==> src/rtl/core_pkg.sv <==
// Core-wide types and constants shared by the execute/writeback slice.
// Holds the physical tag type, the writeback request record and source indices.
package core_pkg;

    localparam int XLEN  = 32;
    localparam int PREGS = 64;
    localparam int TAG_W = $clog2(PREGS);

    typedef logic [TAG_W-1:0] preg_tag_t;

    typedef struct packed {
        preg_tag_t       tag;
        logic [XLEN-1:0] data;
    } wb_req_t;

    localparam int WB_SRCS = 4;

    typedef enum logic [1:0] {
        SRC_ALU0 = 2'd0,
        SRC_ALU1 = 2'd1,
        SRC_LSU  = 2'd2,
        SRC_BRU  = 2'd3
    } wb_src_e;

endpackage

==> src/rtl/wb_fifo.sv <==
// Small pointer-based circular FIFO for one writeback source.
// Head entry is visible combinationally; clr_i empties it without touching storage.
module wb_fifo
    import core_pkg::*;
#(
    parameter int  DEPTH   = 2,
    parameter type entry_t = wb_req_t
) (
    input  logic                       clk,
    input  logic                       reset_n,
    input  logic                       clr_i,
    input  logic                       push_i,
    input  entry_t                     wdata_i,
    input  logic                       pop_i,
    output entry_t                     rdata_o,
    output logic                       full_o,
    output logic                       empty_o,
    output logic [$clog2(DEPTH+1)-1:0] count_o
);

    localparam int PTR_W = $clog2(DEPTH);
    localparam int CNT_W = $clog2(DEPTH+1);

    entry_t             mem_q [DEPTH];
    logic [PTR_W-1:0]   wr_ptr_q;
    logic [PTR_W-1:0]   rd_ptr_q;
    logic [CNT_W-1:0]   count_q;

    always_ff @(posedge clk or negedge reset_n) begin
        if (!reset_n) begin
            wr_ptr_q <= '0;
            rd_ptr_q <= '0;
            count_q  <= '0;
        end else if (clr_i) begin
            wr_ptr_q <= '0;
            rd_ptr_q <= '0;
            count_q  <= '0;
        end else begin
            if (push_i) wr_ptr_q <= wr_ptr_q + PTR_W'(1);
            if (pop_i)  rd_ptr_q <= rd_ptr_q + PTR_W'(1);
            case ({push_i, pop_i})
                2'b10:   count_q <= count_q + CNT_W'(1);
                2'b01:   count_q <= count_q - CNT_W'(1);
                default: count_q <= count_q;
            endcase
        end
    end

    // Storage carries no reset; validity is tracked by the pointers alone.
    always_ff @(posedge clk) begin
        if (push_i && !clr_i) mem_q[wr_ptr_q] <= wdata_i;
    end

    assign rdata_o = mem_q[rd_ptr_q];
    assign full_o  = (count_q == CNT_W'(DEPTH));
    assign empty_o = (count_q == '0);
    assign count_o = count_q;

endmodule

==> src/rtl/prf_wb_arbiter.sv <==
// Writeback arbiter: buffers per-source results and drives the two registered
// PRF write ports (also the wakeup broadcast) with round-robin, tag-distinct grants.
module prf_wb_arbiter #(
    parameter int XLEN       = core_pkg::XLEN,
    parameter int PREGS      = core_pkg::PREGS,
    parameter int NUM_SRC    = core_pkg::WB_SRCS,
    parameter int FIFO_DEPTH = 2
) (
    input  logic                              clk,
    input  logic                              reset_n,
    input  logic                              flush,
    input  logic [NUM_SRC-1:0]                src_valid,
    output logic [NUM_SRC-1:0]                src_ready,
    input  logic [$clog2(PREGS)-1:0]          src_tag   [NUM_SRC],
    input  logic [XLEN-1:0]                   src_data  [NUM_SRC],
    output logic                              wen0,
    output logic [$clog2(PREGS)-1:0]          wtag0,
    output logic [XLEN-1:0]                   wdata0,
    output logic                              wen1,
    output logic [$clog2(PREGS)-1:0]          wtag1,
    output logic [XLEN-1:0]                   wdata1,
    output logic [$clog2(FIFO_DEPTH+1)-1:0]   occupancy [NUM_SRC]
);

    localparam int TAG_W = $clog2(PREGS);
    localparam int IDX_W = (NUM_SRC > 1) ? $clog2(NUM_SRC) : 1;

    typedef struct packed {
        logic [TAG_W-1:0] tag;
        logic [XLEN-1:0]  data;
    } req_t;

    req_t               wr_req [NUM_SRC];
    req_t               head   [NUM_SRC];
    logic [NUM_SRC-1:0] full, empty, push, pop;

    logic               started_q;
    logic [IDX_W-1:0]   rr_q, rr_d;
    logic               gnt_a_vld, gnt_b_vld;
    logic [IDX_W-1:0]   gnt_a_idx, gnt_b_idx, scan_idx;

    logic               wen0_q, wen1_q;
    logic [TAG_W-1:0]   wtag0_q, wtag1_q;
    logic [XLEN-1:0]    wdata0_q, wdata1_q;

    function automatic logic [IDX_W-1:0] idx_add(input logic [IDX_W-1:0] base, input int off);
        int s;
        s = int'(base) + off;
        if (s >= NUM_SRC) s = s - NUM_SRC;
        return IDX_W'(s);
    endfunction

    // Holds ready low until the first edge after reset is released.
    always_ff @(posedge clk or negedge reset_n) begin
        if (!reset_n) started_q <= 1'b0;
        else          started_q <= 1'b1;
    end

    for (genvar g = 0; g < NUM_SRC; g++) begin : g_src
        assign src_ready[g] = started_q & ~full[g] & ~flush;
        assign push[g]      = src_valid[g] & src_ready[g];
        assign wr_req[g]    = '{tag: src_tag[g], data: src_data[g]};

        wb_fifo #(
            .DEPTH   (FIFO_DEPTH),
            .entry_t (req_t)
        ) u_fifo (
            .clk     (clk),
            .reset_n (reset_n),
            .clr_i   (flush),
            .push_i  (push[g]),
            .wdata_i (wr_req[g]),
            .pop_i   (pop[g]),
            .rdata_o (head[g]),
            .full_o  (full[g]),
            .empty_o (empty[g]),
            .count_o (occupancy[g])
        );
    end

    // Grant B must differ in tag from grant A so both ports never write the same register.
    always_comb begin
        gnt_a_vld = 1'b0;
        gnt_a_idx = '0;
        gnt_b_vld = 1'b0;
        gnt_b_idx = '0;
        scan_idx  = '0;
        pop       = '0;
        rr_d      = rr_q;
        for (int k = 0; k < NUM_SRC; k++) begin
            scan_idx = idx_add(rr_q, k);
            if (!flush && !empty[scan_idx]) begin
                if (!gnt_a_vld) begin
                    gnt_a_vld = 1'b1;
                    gnt_a_idx = scan_idx;
                end else if (!gnt_b_vld && (head[scan_idx].tag != head[gnt_a_idx].tag)) begin
                    gnt_b_vld = 1'b1;
                    gnt_b_idx = scan_idx;
                end
            end
        end
        if (gnt_a_vld) pop[gnt_a_idx] = 1'b1;
        if (gnt_b_vld) pop[gnt_b_idx] = 1'b1;
        if (gnt_b_vld)      rr_d = idx_add(gnt_b_idx, 1);
        else if (gnt_a_vld) rr_d = idx_add(gnt_a_idx, 1);
    end

    always_ff @(posedge clk or negedge reset_n) begin
        if (!reset_n) begin
            rr_q     <= '0;
            wen0_q   <= 1'b0;
            wen1_q   <= 1'b0;
            wtag0_q  <= '0;
            wtag1_q  <= '0;
            wdata0_q <= '0;
            wdata1_q <= '0;
        end else begin
            rr_q   <= rr_d;
            wen0_q <= gnt_a_vld;
            wen1_q <= gnt_b_vld;
            if (gnt_a_vld) begin
                wtag0_q  <= head[gnt_a_idx].tag;
                wdata0_q <= head[gnt_a_idx].data;
            end
            if (gnt_b_vld) begin
                wtag1_q  <= head[gnt_b_idx].tag;
                wdata1_q <= head[gnt_b_idx].data;
            end
        end
    end

    assign wen0   = wen0_q;
    assign wtag0  = wtag0_q;
    assign wdata0 = wdata0_q;
    assign wen1   = wen1_q;
    assign wtag1  = wtag1_q;
    assign wdata1 = wdata1_q;

endmodule

==> config.mk <==
export PLATFORM = sky130hd
export DESIGN_NAME = prf_wb_arbiter
export DESIGN_NICKNAME = d
export VERILOG_FILES = /design/src/rtl/core_pkg.sv /design/src/rtl/wb_fifo.sv /design/src/rtl/prf_wb_arbiter.sv
export SDC_FILE = /design/constraint.sdc
export NUM_CORES = 1
export LEC_CHECK = 0
export ABC_CLOCK_PERIOD_IN_PS = 7000
export CAP_MARGIN = 0
export CORE_MARGIN = 4
export CORE_UTILIZATION = 40
export CTS_CLUSTER_SIZE = 25
export DETAILED_ROUTE_END_ITERATION = 8
export DONT_BUFFER_PORTS = 1
export PLACE_DENSITY = 0.62
export SKIP_CTS_REPAIR_TIMING = 1
export SLEW_MARGIN = 0
export SYNTH_ARGS = -nofsm -noshare
export SYNTH_HDL_FRONTEND = slang
export SYNTH_SLANG_ARGS = --single-unit
==> constraint.sdc <==
create_clock -name clk -period 7 [get_ports clk]
set_clock_uncertainty 0.05 [all_clocks]
set_input_delay 0.7 -clock clk [delete_from_list [all_inputs] [get_ports clk]]
set_output_delay 0.7 -clock clk [all_outputs]
set_load 0.01 [all_outputs]
==> impl_results.md <==
* Crit. End Element: flip-flop
* Reg2Reg Setup Slack at 970 ps
* Synth Area in Simple Gates at 0.0829
* Number of distinct library cells after synthesis at 78
* Slew HR at 0.192
* Max frequency at 166 MHz
* HP Class: in2async
* H-tree level count at 2
* All-Layer GR Usage at 0.234
* Failing checks: hold timing
* Worst Tran Pin Value at 1210 ps
* Maximum vdd drop at 276 uV
* Initial Util at 0.406
* Pwr dens at 498 nW/um2
* Async S/R FF share, synth at 0.242
* Via Count at 12204
* Detailed Routing Iterations Pass 1 at 5
* CP max FO at 15
* Net Count, Synth at 1584
* Die area at 50900 um2
* I/O Buffers at 0
* Worst r2r dst: rr_q[0]
* Initial antenna violation count at 3
* Num ports at 249
* Final HPWL DP at 42.8 mm
* Grt ovf at 0
* Initial DRC Count at 1069
* WL/cell at 29.5 um
* Clock-pin slew on the worst setup and hold paths at 70 ps
* Cell Area, Synth at 18900 um2
* Comb power frac at 0.451
* Most used cell, CP: a211oi_1
* DR vias/cell at 5.94
* Sw frac at 0.416
* CTS Sinks at 401
* Crit path launch: g_src[1].u_fifo.count_o[1]
* RR Startpoint: g_src[1].u_fifo.count_o[1]
* Layout fillers at 4132
* Crit-path max cell delay at 620 ps
* Synth Flop Type: edfxtp_1
* Final hold vios at 8
* Post-synth top area share at 0.482
* Bufs on Longest Clock Path at 3
* FP Rows at 79
* Vias in the first global route at 12329
* GP Congestion at 0.965
* Largest area contributor in the netlist: edfxtp_1
* Leakage at 7.41 nW
* Syn_area_per_cell at 13.3 um2
* Synth Area in Adders at 0.000660
* Final ANT Viol Nets at 0
* Chip height at 226 um
* Worst skew pair latency at 580 ps
* Share of layout cells above drive strength 1 at 0.165
* Flops & latches, synth at 401
* First-pass GRT wire length at 86.1 mm
* Largest family of logic cells by synthesized area: multiplexers
* Mux share of post-synthesis cell area at 0.168
* Seq/Total Area, Yosys at 0.610
* Max-slew violation count at 0
* Die Width at 226 um
* Num CTS Buffers at 44
* TritonCTS clock tree: built
* CP max-delay cell: ha_1
* Sequential Power Share at 0.330
* Hold WS at -4.71 ps
* Crit share post-route at 0.861
* Xor/xnor share of the synthesized area at 0.0143
* Drt drc at 0
* Commonest non-fill, non-tap cell in the layout: edfxtp_1
* Top post-synthesis cells by area: edfxtp_1 48%, dfrtp_1 13%, mux2i_1 9.7%
* Setup TNS Final at 0 ps
* Status: complete, but fails checks
* Commonest non-fill, non-tap cells in the layout: 304 x edfxtp_1, 183 x mux2i_1, 139 x nor2_1
* Startpoint types: flip-flop
* CP Class: reg2reg
* Post-synth EDFFs at 304
* Mapped Cells at 1424
* Synth-to-Final Area Change at 11.6%
* Design Area, Final at 21200 um2
* Internal power at 0.00615 W
* Compound-Gate Fraction of Synth Area at 0.0997
* Ys Warns at 0
* Clock root buffer: clkbuf_16
* R2R cell count at 15
* Max Cap Violations at 0
* DRT Wirelength at 60.6 mm
* Nets at 1571
* RSZ-0062 raised after global routing: no
* Core ar. at 46700 um2
* Cells along the critical path: nor2_1, a211oi_1, o21a_1, ha_1, o31a_1, o32a_1, mux2i_1, xnor2_1, nor4_2, nand4_2, a41oi_4, and2_1, buf_4, a211oi_1, a21oi_1
* Clock power frac at 0.219
* Tmin final at 6030 ps
* Crit path DAT at 6400 ps
* Pin count of the biggest net entering global routing at 98
* CP required at 7370 ps
* Psw at 0.00438 W
* Placement Cell Area at 19700 um2
* Setup-failing EPs final at 0
==> worst max path at each step <==
stage / depth (start not counted) / endpoint
after floorplan: 19 / wtag1[1]
after global routing: 15 / rr_q[0]
final: 15 / rr_q[0]
after CTS: 15 / rr_q[0]
after detailed placement: 14 / rr_q[0]
after global placement: 15 / rr_q[0]
==> power groups by stage <==
stage | clock [W] | combinational, W | sequential (W)
floorplan | 0 | 0.00353 | 0.00326
global placement | 0 | 0.00467 | 0.00351
detailed placement | 0 | 0.00470 | 0.00352
CTS | 0.00236 | 0.00471 | 0.00348
global route | 0.00247 | 0.00513 | 0.00352
finish | 0.00231 | 0.00475 | 0.00347
==> cell usage after synthesis (15+ instances only) <==
cell type  count
a211oi_1      18
a21oi_1       31
a221o_1       33
a31oi_1       37
buf_1         15
buf_2         31
clkbuf_1      52
dfrtp_1       97
edfxtp_1     304
mux2_2        76
mux2i_1      183
mux4_2        22
nand2_1       94
nand2b_1      25
nor2_1       143
nor3_1        33
o211ai_1      40
o21ai_0       18
xnor2_1       28
==> critical path, delay by kind of cell, from the launching register on <==
kind                       cells  cell delay, ps
muxes                          1             280
xor gates and xnor gates       1             170
DFF                            1             580
buffers and inverters          1             350
and+or+nand+nor                4            1330
adders and majority gates      1             620
AOI/OAI and AO/OA              7            2480
==> registers in the layout, indices dropped and copies added, names as in the netlist <==
signal / count
wen1: 1
rr_q: 2
wtag1: 6
started_q: 1
wtag0: 6
wdata0: 32
wdata1: 32
g_src.u_fifo.mem_q: 304
g_src.u_fifo.count_o: 8
wen0: 1
g_src.u_fifo.rd_ptr_q: 4
g_src.u_fifo.wr_ptr_q: 4
==> logic make-up after synthesis <==
group,Yosys count
DFF,401
xor gates and xnor gates,31
buffers and inverters,110
other,1
AOI/OAI and AO/OA,254
adders and majority gates,1
muxes,281
and+or+nand+nor,345
==> metal layers <==
layer / share of wire / vias up / routed length [um] / track usage
met5: 0 / - / 0 / 0
met4: 0.043 / 0 / 2630 / 0.0984
met3: 0.090 / 92 / 5450 / 0.0805
met2: 0.52 / 453 / 31200 / 0.414
met1: 0.35 / 6204 / 21300 / 0.257
li1: - / 5455 / - / -
==> stage by stage <==
stage                     setup WS (ps)  total power [W]  instances  utilization  hold slack, ps
final                               971           0.0105       2056        0.453           -4.71
after global routing                630           0.0111       2052        0.453            37.3
after CTS                          1020           0.0106       2051        0.453            -262
after floorplan                    2090          0.00679       1424            -             354
after global placement             1060          0.00818       1971        0.422             361
after detailed placement           1040          0.00822       1971        0.422             358
==> area by class of cell <==
| type | count | area, um2 | area share |
|---|---|---|---|
| antenna | 4 | 10.0 | 0.000473 |
| clock buffer | 54 | 1160 | 0.0548 |
| clock inverter | 26 | 265 | 0.0125 |
| inverter | 10 | 37.5 | 0.00177 |
| multi-input combinational | 913 | 7010 | 0.331 |
| sequential | 401 | 11600 | 0.547 |
| tap | 607 | 759 | 0.0359 |
| timing repair buffer | 41 | 353 | 0.0167 |
Power figures use the tool's default switching activity.
